<file path="config.mk">
export PLATFORM = sky130hd
export DESIGN_NAME = hex_word_entry_flat
export DESIGN_NICKNAME = d
export VERILOG_FILES = /design/src/rtl/hex_word_entry_if.sv /design/src/rtl/hex_word_entry.sv /design/src/flat_wrapper.sv
export SDC_FILE = /design/constraint.sdc
export NUM_CORES = 1
export LEC_CHECK = 0
export ABC_AREA = 1
export CAP_MARGIN = 0
export CORE_MARGIN = 2
export CORE_UTILIZATION = 45
export CTS_CLUSTER_SIZE = 25
export DETAILED_ROUTE_END_ITERATION = 8
export HOLD_SLACK_MARGIN = 0.03
export PLACE_DENSITY = 0.65
export SYNTH_ARGS = -nofsm -noshare
export SYNTH_HDL_FRONTEND = slang
export SYNTH_SLANG_ARGS = --single-unit
export TNS_END_PERCENT = 50
</file>
<file path="constraint.sdc">
create_clock -name clk -period 1.99 [get_ports clk]
set_input_delay 0.199 -clock clk [delete_from_list [all_inputs] [get_ports clk]]
set_output_delay 0.199 -clock clk [all_outputs]
set_load 0.05 [all_outputs]
</file>
<file path="src/rtl/hex_word_entry_if.sv">
// rtl/hex_word_entry_if.sv - word offer handshake between entry block and its consumer
interface hex_word_entry_if;
  logic [15:0] word;
  logic [2:0]  digits;
  logic        valid;
  logic        ready;

  modport master (
    output word,
    output digits,
    output valid,
    input  ready
  );

  modport slave (
    input  word,
    input  digits,
    input  valid,
    output ready
  );
endinterface

</file>
<file path="src/rtl/hex_word_entry.sv">
// rtl/hex_word_entry.sv - button conditioning and nibble-wise 16-bit word entry with handshake
module hex_word_entry #(
  parameter int SYNC_STAGES     = 2,
  parameter int DEBOUNCE_CYCLES = 50000,
  parameter int DB_W            = 16
) (
  input  logic              clk,
  input  logic              reset,
  input  logic              key_n,
  input  logic              clear_n,
  input  logic [3:0]        nibble,
  output logic              press_pulse,
  hex_word_entry_if.master  entry
);

  // Last count value before a level change is committed: the commit edge is
  // the DEBOUNCE_CYCLES-th consecutive edge that sees synced != debounced.
  localparam logic [DB_W-1:0] DB_LAST = DB_W'(DEBOUNCE_CYCLES - 1);

  typedef enum logic {ENTRY, FULL} state_t;

  // Index 0 is the entry key, index 1 is the clear key.
  logic [1:0]             raw;
  logic [SYNC_STAGES-1:0] sync_q [2];
  logic [DB_W-1:0]        db_cnt [2];
  logic [1:0]             db_level;
  logic [1:0]             fall;
  logic                   clear_evt;
  state_t                 state;

  assign raw         = {clear_n, key_n};
  assign press_pulse = fall[0];
  assign clear_evt   = fall[1];

  // Synchronize, debounce and detect the 1->0 transition of each button.
  always_ff @(posedge clk) begin
    if (reset) begin
      for (int b = 0; b < 2; b++) begin
        sync_q[b] <= '1;
        db_cnt[b] <= '0;
      end
      db_level <= 2'b11;
      fall     <= 2'b00;
    end else begin
      for (int b = 0; b < 2; b++) begin
        sync_q[b] <= {sync_q[b][SYNC_STAGES-2:0], raw[b]};
        fall[b]   <= 1'b0;
        if (sync_q[b][SYNC_STAGES-1] != db_level[b]) begin
          if (db_cnt[b] == DB_LAST) begin
            db_level[b] <= sync_q[b][SYNC_STAGES-1];
            db_cnt[b]   <= '0;
            // A commit while released means the button just went down.
            fall[b]     <= db_level[b];
          end else begin
            db_cnt[b] <= db_cnt[b] + 1'b1;
          end
        end else begin
          db_cnt[b] <= '0;
        end
      end
    end
  end

  // Entry FSM: shift nibbles in, hold the full word until the consumer takes it.
  always_ff @(posedge clk) begin
    if (reset) begin
      state        <= ENTRY;
      entry.word   <= 16'h0000;
      entry.digits <= 3'd0;
      entry.valid  <= 1'b0;
    end else if (clear_evt) begin
      // Clear beats both a simultaneous press and a simultaneous transfer.
      state        <= ENTRY;
      entry.word   <= 16'h0000;
      entry.digits <= 3'd0;
      entry.valid  <= 1'b0;
    end else begin
      case (state)
        ENTRY: begin
          if (press_pulse) begin
            entry.word   <= {entry.word[11:0], nibble};
            entry.digits <= entry.digits + 3'd1;
            if (entry.digits == 3'd3) begin
              entry.valid <= 1'b1;
              state       <= FULL;
            end
          end
        end
        FULL: begin
          if (entry.valid && entry.ready) begin
            state        <= ENTRY;
            entry.word   <= 16'h0000;
            entry.digits <= 3'd0;
            entry.valid  <= 1'b0;
          end
        end
        default: state <= ENTRY;
      endcase
    end
  end

endmodule

</file>
<file path="src/flat_wrapper.sv">
// flat-port wrapper written by rule: the top's interface ports become plain ports
module hex_word_entry_flat 
#(
  parameter int SYNC_STAGES     = 2,
  parameter int DEBOUNCE_CYCLES = 50000,
  parameter int DB_W            = 16
)
  (clk, reset, key_n, clear_n, nibble, press_pulse, entry_word, entry_digits, entry_valid, entry_ready);
  hex_word_entry_if entry_i ();
  input  logic clk;
  input  logic reset;
  input  logic key_n;
  input  logic clear_n;
  input  logic [3:0] nibble;
  output logic press_pulse;
  output wire logic [$bits(entry_i.word)-1:0] entry_word;
  output wire logic [$bits(entry_i.digits)-1:0] entry_digits;
  output wire logic [$bits(entry_i.valid)-1:0] entry_valid;
  input wire logic [$bits(entry_i.ready)-1:0] entry_ready;
  assign entry_word = entry_i.word;
  assign entry_digits = entry_i.digits;
  assign entry_valid = entry_i.valid;
  assign entry_i.ready = entry_ready;
  hex_word_entry #(.SYNC_STAGES(SYNC_STAGES), .DEBOUNCE_CYCLES(DEBOUNCE_CYCLES), .DB_W(DB_W)) u_core (.clk(clk), .reset(reset), .key_n(key_n), .clear_n(clear_n), .nibble(nibble), .press_pulse(press_pulse), .entry(entry_i));
endmodule
</file>
==> Yosys cells after proc, flatten, opt, wreduce, memory -nomap -nowiden <==
Memories as Yosys holds them, arrays and structs flattened.
Cells that the tools add are included.
{ "word_totals": {"memories": 2, "ramBits": 36, "elab_cells": 89, "in_bits": 9, "ff_bits": 25} }
{ "memory_table": {"columns": ["memory", "depth", "word_bits", "rd", "rd_clocked_by_memory_dff", "wr", "line_no", "source"], "rows": [
  ["u_core.db_cnt", 2, 16, 2, 0, 2, "hex_word_entry.sv:25", "logic [DB_W-1:0] db_cnt [2];"],
  ["u_core.sync_q", 2, 2, 2, 0, 2, "hex_word_entry.sv:24", "logic [SYNC_STAGES-1:0] sync_q [2];"]
]} }
{ "classes": {"n_eq_ne": 8, "add_sub_neg": 3, "bitwise_logic": 13, "n_reduce_logical": 8, "mux": 47} }
{ "op_table": {"columns": ["operator", "count"], "rows": [
  ["16-bit 2-to-1 mux", 8],
  ["16-bit by 1-bit adder with 16-bit output (second input constant)", 2],
  ["16-bit == test (second input constant)", 2],
  ["16-bit one-hot mux with 2 select lines", 1],
  ["1-bit 2-to-1 mux", 31],
  ["1-bit bitwise OR", 8],
  ["3-bit 2-to-1 mux", 2],
  ["3-bit one-hot mux with 2 select lines", 1],
  ["2-bit AND reduction", 3],
  ["3-bit OR reduction", 2],
  ["1-bit NOT", 5],
  ["2-bit 2-to-1 mux", 2],
  ["2-bit by 1-bit inequality test with 1-bit output (second input constant)", 2],
  ["1-bit one-hot mux with 2 select lines", 2],
  ["3-bit by 1-bit adder with 3-bit output (second input constant)", 1],
  ["3-bit by 2-bit == test with 1-bit output (second input constant)", 1],
  ["3-bit AND reduction", 1],
  ["1-bit inequality test", 2],
  ["2-bit inequality test (second input constant)", 1],
  ["2-bit OR reduction", 1],
  ["1-bit logical AND", 1]
]} }

==> Depth between registers and ports, before layout <==
Gate-level depths: netlist of run 1.
{ "depth": {"ltp_word": 8, "mapped_depth": 8} }

==> Worst setup path before layout of run 1 <==
No wires, ideal clock.
{ "synth_timing": {"path_type": "register to register", "from": "register u_core.entry.valid", "to": "register u_core.entry.word[2]", "arrival_time_ns": 1.342, "slack_ns": 0.516, "required_time_ns": 1.858, "setup_time_ns": 0.132, "path_stages_with_launch": 5, "synth_period_minus_slack_ns": 1.474, "path_cell_list": "dfxtp_1 > nand3_1 > buf_2 > nand3_1 > a21oi_1"} }
{ "synth_between": {"elab_chain_len": 3} }
{ "synth_lines": {"columns": ["element", "line_no", "source"], "rows": [
  ["start, declared", "hex_word_entry_if.sv:11", "output valid,"],
  ["start signal, assigned", "hex_word_entry.sv:70", "entry.valid <= 1'b0;"],
  ["start signal, assigned", "hex_word_entry.sv:76", "entry.valid <= 1'b0;"],
  ["start signal, assigned", "hex_word_entry.sv:84", "entry.valid <= 1'b1;"],
  ["1-bit logical AND", "hex_word_entry.sv:90", "if (entry.valid && entry.ready) begin"],
  ["2-bit inequality test (no source line)", null, null],
  ["2-bit AND reduction (no source line)", null, null],
  ["end signal, assigned", "hex_word_entry.sv:81", "entry.word <= {entry.word[11:0], nibble};"],
  ["end, declared", "hex_word_entry_if.sv:9", "output word,"]
]} }
Every way passes these cells.
A chain may end at the register's enable or synchronous reset.

==> Worst setup path in the final report of run 1 <==
{ "layout_timing": {"from": "register u_core.entry.digits[0]", "to": "output port entry_digits[0]"} }
{ "layout_lines": {"columns": ["element", "line_no", "source"], "rows": [
  ["start, declared", "hex_word_entry_if.sv:10", "output digits,"],
  ["start signal, assigned", "hex_word_entry.sv:82", "entry.digits <= entry.digits + 3'd1;"],
  ["end, declared", "flat_wrapper.sv:17", "output wire logic [$bits(entry_i.digits)-1:0] entry_digits;"]
]} }
No word-level cell between the ends.

==> impl_metrics.env, run 1 <==
export IMPL_vdd_ir_drop_max_v=0.000489
export IMPL_wl_per_cell_um=11.7
export IMPL_cp_end_kind="output pin"
export IMPL_floorplan_initialDensity_pct=46.8
export IMPL_die_area_sq_um=7320
export IMPL_cp_arrival_ns=1.55
export IMPL_synth_adder_area_share_pct=1.67
export IMPL_dp_hpwl_mm=4.37
export IMPL_cts_resized=0
export IMPL_cts_buffers=9
export IMPL_crit_slowest_cell="clkdlybuf4s50_1"
export IMPL_drive_above_1_share_pct=7.29
export IMPL_n_fill_cell=618
export IMPL_synth_cell_type_count=30
export IMPL_path_delay_family="buffers and inverters"
export IMPL_grtUsageTotal_pct=17.9
export IMPL_yosysWarnings=0
export IMPL_core_area_sq_um=6390
export IMPL_ff2ff_setup_slack_ns=0.32
export IMPL_grt_max_degree=21
export IMPL_clk_pin_slew_ns=0.08
export IMPL_setup_viol=0
export IMPL_cts_sinks=61
export IMPL_finalCritPeriodShare_pct=87.8
export IMPL_worstSetupPathType="register to output pin"
export IMPL_antenna_left=0
export IMPL_postSynthCellCount=368
export IMPL_endpoint="entry_digits[0]"
export IMPL_finalSetupTns_ns=0
export IMPL_htreeDepth=3
export IMPL_grt_pass1_vias=2391
export IMPL_finalMaxSlewViolations=0
export IMPL_grt_ovfl_total=0
export IMPL_finalNonFillerCells=516
export IMPL_use_met3_pct=5.68
export IMPL_crit_required_ns=1.79
export IMPL_grt_most_used_layer="met2"
export IMPL_final_core_util_pct=57.3
export IMPL_io_pins=30
export IMPL_cts_setup_buffers=0
export IMPL_cp_depth=1
export IMPL_portBuffers=29
export IMPL_fin_area_sq_um=3660
export IMPL_r2r_cells=6
export IMPL_ys_ff_latch=61
export IMPL_tightest_slew_ns=0.513
export IMPL_clk_latency_ns=0.34
export IMPL_startpoint_type="register"
export IMPL_synth_compound_area_share_pct=8.16
export IMPL_die_w_um=85.5
export IMPL_antenna_found_initial=0
export IMPL_status="complete, no violations"
export IMPL_worst_clock_skew_ns=0.00792
export IMPL_synth_xor_area_share_pct=2.93
export IMPL_whs_path_depth=1
export IMPL_maxCapViolCount=0
export IMPL_rsz0062_at_grt="no"
export IMPL_viasPerCell=4.84
export IMPL_first_pass_iters=5
export IMPL_area_delta_synth_final_pct=22.4
export IMPL_die_h_um=85.5
export IMPL_hold_slack_ns=0.402
export IMPL_gr_usage_met2_pct=29.9
export IMPL_p_leak_uw=0.00139
export IMPL_synth_simple_area_share_pct=29.8
export IMPL_place_congestion=0.858
export IMPL_cpPeakStageDelay_ns=0.82
export IMPL_vias=2497
export IMPL_nNetsFinal=447
export IMPL_clock_path_buffers=2
export IMPL_min_period_ns=1.75
export IMPL_synth_area_sq_um=2990
export IMPL_crit_path_start="u_core.entry.digits[0]"
export IMPL_hp_class="register to register"
export IMPL_std_cell_rows=29
export IMPL_synth_top_family_by_area="simple AND/OR/NAND/NOR gates"
export IMPL_placed_area_sq_um=3470
export IMPL_syn_avg_cell_area_sq_um=8.13
export IMPL_use_met1_pct=21.9
export IMPL_max_slew_margin_pct=65.6
export IMPL_max_freq_mhz=573
export IMPL_drc=0
export IMPL_r2r_start="u_core.db_cnt[0][0]"
export IMPL_ctsHoldBuffers=0
export IMPL_worstPathMaxFanout=4
export IMPL_hold_viol_final=0
export IMPL_r2r_end="u_core.db_cnt[0][10]"
export IMPL_dp_cells=500
export IMPL_path_cells="clkdlybuf4s50_1"
export IMPL_diodes=0
export IMPL_synth_yosys_seq_area_share_pct=51.5
export IMPL_root_buffer="clkbuf_8"
export IMPL_synth_area_mux_share_pct=0
export IMPL_drt_iter0_drc=95
export IMPL_totalWireLength_mm=6.02
export IMPL_critPathBufInv=1
export IMPL_cts_tree="yes"
export IMPL_powerDensity_nw_per_um2=702
export IMPL_grt_first_pass_wirelength_mm=10.5
[cells in the final DEF (no fill, tap or decap), types with 4 or more instances in the layout]
cell type        synthesis  routed
or2_2                    4       4
nor2_1                  51      51
nand3_1                 40      40
clkdlybuf4s50_1          0      29
inv_1                   31      31
xor2_1                   8       8
edfxtp_1                32      32
o21ai_0                  5       5
clkbuf_8                 0      10
ha_1                     4       4
a21oi_1                 38      38
nand2_1                 86      86
conb_1                   1      32
dfxtp_1                 29      29
nand4_1                  7       7
[per-stage QoR]
step / setup WS, ns / power (uW)
finish: 0.244 / 2570
global route: 0.170 / 2650
global placement: 0.358 / 1510
floorplan: 0.516 / 1470
CTS: 0.218 / 2600
detailed placement: 0.298 / 1510
[area by class of cell]
cell class,instances,area (sq um),area share (%)
flip-flops and latches,61,1540,42.1
multi-input cells,297,1390,38.1
repair buffers,32,313,8.54
clock buffers,12,166,4.55
inverters,33,124,3.38
well taps,77,96.3,2.63
clock inverters,4,26.3,0.718
[cells in the mapped netlist]
| library cell | n | share of area (%) |
|---|---|---|
| nor3_1 | 2 | 0.33 |
| nand3b_1 | 3 | 0.75 |
| o22ai_1 | 1 | 0.21 |
| nor2_2 | 3 | 0.63 |
| ha_1 | 4 | 1.7 |
| nand2_2 | 2 | 0.42 |
| clkinv_1 | 1 | 0.13 |
| buf_4 | 2 | 0.50 |
| inv_1 | 31 | 3.9 |
| buf_6 | 1 | 0.38 |
| nand2_1 | 86 | 11 |
| xnor2_1 | 2 | 0.59 |
| or2_1 | 1 | 0.21 |
| o21ai_0 | 5 | 0.84 |
| conb_1 | 1 | 0.13 |
| or2_0 | 3 | 0.63 |
| nand4_1 | 7 | 1.5 |
| or2_2 | 4 | 0.84 |
| dfxtp_1 | 29 | 19 |
| a21oi_1 | 38 | 6.4 |
| a21oi_2 | 2 | 0.59 |
| nor2_1 | 51 | 6.4 |
| clkbuf_1 | 2 | 0.25 |
| o21ai_1 | 1 | 0.17 |
| nand3_1 | 40 | 6.7 |
| buf_2 | 3 | 0.50 |
| nand3_2 | 2 | 0.67 |
| edfxtp_1 | 32 | 32 |
| inv_2 | 1 | 0.13 |
| xor2_1 | 8 | 2.3 |
[sequential cells by signal, summed over array words and instances (netlist names)]
signal               count
u_core.db_cnt           32
u_core.db_level          2
u_core.entry.digits      3
u_core.entry.valid       1
u_core.entry.word       16
u_core.fall              2
u_core.state             1
u_core.sync_q            4
[logic make-up (layout without fill, tap and decap cells)]
family                     Yosys count  count (layout)
xor gates and xnor gates            10              10
adders and majority gates            4               4
other                                1              32
and+or+nand+nor                    204             204
buffers and inverters               41              81
AOI/OAI and AO/OA                   47              47
DFF                                 61              61
[routing by layer]
| metal | share of wire [%] | wire length, um | up-vias |
|---|---|---|---|
| met3 | 4.4 | 262 | 7 |
| met1 | 47 | 2840 | 1135 |
| met5 | 0 | 0 | - |
| met4 | 1.2 | 74 | 0 |
| li1 | - | - | 1321 |
| met2 | 47 | 2840 | 34 |
[how the worst min path moves through the flow]
stage | start | end | slack (ns)
after floorplan | key_n | u_core.sync_q[0][0] | 0.30
after global placement | u_core.sync_q[0][0] | u_core.sync_q[0][1] | 0.39
after detailed placement | u_core.sync_q[0][0] | u_core.sync_q[0][1] | 0.39
after CTS | nibble[2] | u_core.entry.word[2] | 0.40
after global routing | u_core.sync_q[0][0] | u_core.sync_q[0][1] | 0.42
final | u_core.sync_q[0][0] | u_core.sync_q[0][1] | 0.40
[power breakdown]
part	leakage, uW	total (uW)	internal [uW]	switching (uW)
Sequential	0.000565	1390	1350	31.5
Combinational	0.000722	100	40.1	60.4
Clock	0.000103	1080	567	517
Total	0.00139	2570	1960	609
No activity file was read; power rests on OpenSTA's default activity.
==> inputs of run 2 (changes only) <==
- PLACE_DENSITY: 0.65 -> 0.71
==> run 2 against run 1 <==
Clock power barely moved; count of clock-buffer cells in the layout up 1; sequential share of layout area hardly changed; fmax is 0.21% higher; setup slack better by 0.0037 ns; critical path type unchanged; highest routed layer unchanged.
==> impl_metrics.env, run 2 (synthesis gave the netlist of run 1 again) <==
export IMPL_top_regs="u_core.db_cnt (32), u_core.entry.word (16), u_core.sync_q (4)"
export IMPL_worstPathMaxFanout=3
export IMPL_wl_per_cell_um=11.7
export IMPL_htreeDepth=3
export IMPL_portBuffers=29
export IMPL_grtUsageTotal_pct=18.3
export IMPL_hold_end="u_core.sync_q[0][3]"
export IMPL_final_cell_mix="86 x nand2_1, 51 x nor2_1, 40 x nand3_1"
export IMPL_path_cells="clkdlybuf4s50_1"
export IMPL_worst_clock_skew_ns=0.0156
export IMPL_viasPerCell=4.84
export IMPL_dp_cells=500
export IMPL_max_freq_mhz=574
export IMPL_min_period_ns=1.74
export IMPL_grt_ovfl_total=0
export IMPL_fin_area_sq_um=3660
export IMPL_hold_viol_final=0
export IMPL_path_delay_family="buffers and inverters"
export IMPL_max_slew_margin_pct=66.0
export IMPL_io_pins=30
export IMPL_placed_area_sq_um=3470
export IMPL_die_area_sq_um=7320
export IMPL_clk_pin_slew_ns=0.08
export IMPL_die_h_um=85.5
export IMPL_place_congestion=0.848
export IMPL_rsz0062_at_grt="no"
export IMPL_drive_above_1_share_pct=7.29
export IMPL_clk_latency_ns=0.34
export IMPL_largest_reg_flops=32
export IMPL_worstHoldStart="u_core.sync_q[0][2]"
export IMPL_cpPeakStageDelay_ns=0.82
export IMPL_finalSetupTns_ns=0
export IMPL_largest_register="u_core.db_cnt"
export IMPL_diodes=0
export IMPL_worst_slack_ns=0.247
export IMPL_root_buffer="clkbuf_8"
export IMPL_cts_setup_buffers=0
export IMPL_maxCapViolCount=0
export IMPL_tightest_slew_ns=0.508
export IMPL_drt_iter0_drc=105
export IMPL_grt_first_pass_wirelength_mm=10.7
export IMPL_cts_resized=0
export IMPL_finalCritPeriodShare_pct=87.6
export IMPL_startpoint_type="register"
export IMPL_ctsHoldBuffers=0
export IMPL_hp_class="register to register"
export IMPL_preCtsSetupSlack_ns=0.280
export IMPL_antenna_left=0
export IMPL_vias=2496
export IMPL_finalNonFillerCells=516
export IMPL_r2r_start="u_core.db_cnt[1][0]"
export IMPL_r2r_cells=6
export IMPL_die_w_um=85.5
export IMPL_cts_sinks=61
export IMPL_grt_max_degree=21
export IMPL_grt_pass1_vias=2450
export IMPL_antenna_found_initial=0
export IMPL_nNetsFinal=447
export IMPL_cp_arrival_ns=1.54
export IMPL_worstSetupPathType="register to output pin"
export IMPL_whs_path_depth=1
export IMPL_cts_tree="yes"
export IMPL_drc=0
export IMPL_cts_buffers=9
export IMPL_first_pass_iters=4
export IMPL_totalWireLength_mm=6.01
export IMPL_setup_viol=0
export IMPL_critPathBufInv=1
export IMPL_ff2ff_setup_slack_ns=0.35
export IMPL_std_cell_rows=29
export IMPL_core_area_sq_um=6390
export IMPL_crit_required_ns=1.79
export IMPL_cp_end_kind="output pin"
export IMPL_r2r_end="u_core.db_cnt[1][11]"
export IMPL_floorplan_initialDensity_pct=46.8
export IMPL_dp_hpwl_mm=4.22
export IMPL_layout_commonest_cell="nand2_1"
export IMPL_status="complete, no violations"
export IMPL_clock_path_buffers=2
export IMPL_area_delta_synth_final_pct=22.5
export IMPL_hold_slack_ns=0.415
export IMPL_vdd_ir_drop_max_v=0.000420
export IMPL_finalMaxSlewViolations=0
export IMPL_crit_slowest_cell="clkdlybuf4s50_1"
export IMPL_powerDensity_nw_per_um2=699
export IMPL_p_leak_uw=0.00139
run 2: cell types whose count changed in the layout (fill, tap and decap cells not counted):
cell / delta
clkinv_2: +1
clkbuf_8: +1
inv_6: -1
inv_4: -1
run 2: power by group:
group / leakage (uW) / internal [uW] / switching [uW] / total (uW)
clock: 0.000105 / 593 / 480 / 1070
combinational: 0.000722 / 40.1 / 61.0 / 101
sequential: 0.000565 / 1350 / 32.2 / 1390
total: 0.00139 / 1990 / 574 / 2560
run 2: layout make-up:
type / instances / area (sq um)
multi-input combinational: 297 / 1390
tap: 77 / 96.3
inverter: 33 / 124
sequential: 61 / 1540
clock buffer: 13 / 180
fill: 600 / 2720
clock inverter: 3 / 16.3
timing repair buffer: 32 / 313
run 2: worst max-delay path by stage:
stage,cells past startpoint,from,endpoint
3_5_place_dp,6,reset,u_core.db_cnt[1][6]
5_1_grt,6,u_core.db_cnt[1][0],u_core.db_cnt[1][11]
2_1_floorplan,4,u_core.entry.valid,u_core.entry.word[2]
4_1_cts,1,u_core.entry.digits[0],entry_digits[0]
3_3_place_gp,6,reset,u_core.db_cnt[1][11]
6_report,1,u_core.entry.word[9],entry_word[9]
run 2: metal layers:
metal  share of wire [%]  global-route usage, %  up-vias
li1                    -                      -     1314
met1                  47                   23.6     1132
met2                  48                   29.5       42
met3                 3.4                   3.56        8
met4                 1.6                   8.95        0
met5                   0                      0        -
run 2: metrics by stage:
stage,utilization (%),power [uW]
final,57.4,2560
after floorplan,-,1470
after CTS,57.4,2590
after global placement,54.3,1510
after detailed placement,54.3,1510
after global routing,57.4,2670
==> inputs of run 3 (changes only) <==
- CORE_MARGIN: 2 -> 4
==> run 3 against run 2 <==
Clock skew down 0.0080 ns; via count up 2.7%; flip-flop and latch count unchanged; count of clock-buffer cells in the layout down 1; power up 2.3%; cell area up 0.65%; clock power up 6%; combinational power about the same; final cell count up 0.19%; global-route usage down 1.5 points; register-to-register slack about the same; critical endpoint is now entry_digits[0]; largest cell class unchanged.
==> impl_metrics.env, run 3 (synthesis gave the netlist of run 1 again) <==
export IMPL_wl_per_cell_um=11.7
export IMPL_nNetsFinal=448
export IMPL_path_cells="clkdlybuf4s50_1"
export IMPL_die_w_um=89.5
export IMPL_netSwitchingFraction_pct=22.4
export IMPL_drc=0
export IMPL_crit_required_ns=1.79
export IMPL_layout_commonest_cell="nand2_1"
export IMPL_drt_iter0_drc=127
export IMPL_hold_viol_final=0
export IMPL_vias=2563
export IMPL_finalCritPeriodShare_pct=88.5
export IMPL_tightest_slew_ns=0.514
export IMPL_p_clk_share_pct=43.1
export IMPL_cts_resized=0
export IMPL_finalMaxSlewViolations=0
export IMPL_portBuffers=29
export IMPL_clk_latency_ns=0.34
export IMPL_area_delta_synth_final_pct=23.3
export IMPL_cpPeakStageDelay_ns=0.83
export IMPL_largest_reg_flops=32
export IMPL_grt_max_degree=21
export IMPL_final_core_util_pct=57.8
export IMPL_startpoint_type="register"
export IMPL_largest_register="u_core.db_cnt"
export IMPL_die_h_um=89.5
export IMPL_p_switching_uw=587
export IMPL_grt_pass1_vias=2427
export IMPL_critPathBufInv=1
export IMPL_vdd_ir_drop_max_v=0.000381
export IMPL_clock_path_buffers=2
export IMPL_io_pins=30
export IMPL_powerDensity_nw_per_um2=710
export IMPL_fin_area_sq_um=3690
export IMPL_place_congestion=0.913
export IMPL_rsz0062_at_grt="no"
export IMPL_antenna_found_initial=0
export IMPL_power_uw=2620
export IMPL_std_cell_rows=29
export IMPL_maxCapViolCount=0
export IMPL_power_frac_seq_pct=52.9
export IMPL_pwr_share_comb_pct=4.0
export IMPL_core_area_sq_um=6390
export IMPL_worstSetupPathType="register to output pin"
export IMPL_cts_sinks=61
export IMPL_cp_end_kind="output pin"
export IMPL_clk_pin_slew_ns=0.08
export IMPL_die_area_sq_um=8020
export IMPL_htreeDepth=3
export IMPL_grt_ovfl_total=0
export IMPL_grt_first_pass_wirelength_mm=10.4
export IMPL_grtUsageTotal_pct=16.8
export IMPL_floorplan_initialDensity_pct=46.8
export IMPL_first_pass_iters=5
export IMPL_worstPathMaxFanout=4
export IMPL_max_slew_margin_pct=65.6
export IMPL_drive_above_1_share_pct=7.73
export IMPL_antenna_left=0
export IMPL_worst_clock_skew_ns=0.00766
export IMPL_path_delay_family="buffers and inverters"
export IMPL_dp_cells=501
export IMPL_crit_slowest_cell="clkdlybuf4s50_1"
export IMPL_p_leak_uw=0.00140
export IMPL_hp_class="register to register"
export IMPL_max_freq_mhz=568
export IMPL_totalWireLength_mm=6.07
export IMPL_placed_area_sq_um=3480
export IMPL_top_regs="u_core.db_cnt (32), u_core.entry.word (16), u_core.sync_q (4)"
export IMPL_finalNonFillerCells=517
export IMPL_min_period_ns=1.76
export IMPL_cp_arrival_ns=1.56
export IMPL_dp_hpwl_mm=4.33
export IMPL_cts_buffers=9
export IMPL_final_cell_mix="86 x nand2_1, 51 x nor2_1, 40 x nand3_1"
export IMPL_internal_power_uw=2030
export IMPL_diodes=0
export IMPL_n_fill_cell=594
export IMPL_status="complete, no violations"
export IMPL_ctsHoldBuffers=0
export IMPL_viasPerCell=4.96
export IMPL_cts_setup_buffers=0
export IMPL_finalSetupTns_ns=0
export IMPL_setup_viol=0
export IMPL_cts_tree="yes"
export IMPL_root_buffer="clkbuf_8"
## run 3: cell type report
cell class,instances,area (sq um),share of cell area [%]
clock buffer,12,188,5.09
clock inverter,4,25.0,0.678
inverter,33,124,3.36
multi-input combinational,297,1390,37.8
sequential,61,1540,41.8
tap,77,96.3,2.61
timing repair buffer,33,320,8.68
## run 3: per-stage QoR
stage,hold slack [ns],setup WS [ns]
after floorplan,0.303,0.516
after global placement,0.392,0.403
after detailed placement,0.398,0.345
after CTS,0.409,0.201
after global routing,0.433,0.164
final,0.410,0.228
## run 3: power groups by stage
stage / Clock (uW) / Sequential [uW] / Combinational, uW
2_1_floorplan: 0 / 1400 / 70.9
3_3_place_gp: 0 / 1410 / 99.6
3_5_place_dp: 0 / 1410 / 101
4_1_cts: 1160 / 1390 / 102
5_1_grt: 1200 / 1390 / 120
6_report: 1130 / 1390 / 104
## run 3: path summary, 6_finish.rpt
| kind | cells past startpoint | from | to | slack [ns] |
|---|---|---|---|---|
| min reg2reg | 1 | u_core.sync_q[0][0] | u_core.sync_q[0][1] | 0.41 |
| min | 1 | u_core.sync_q[0][0] | u_core.sync_q[0][1] | 0.41 |
| max | 1 | u_core.entry.digits[0] | entry_digits[0] | 0.23 |
| max reg2reg | 6 | u_core.db_cnt[0][0] | u_core.db_cnt[0][13] | 0.36 |
## run 3: layer usage
layer	vias to the layer above	wire (um)	global-route usage, %	part of all wire (%)
li1	1323	-	-	-
met1	1168	2750	21.0	45
met2	56	2900	27.0	48
met3	16	256	3.87	4.2
met4	0	161	8.93	2.7
met5	-	0	0	0
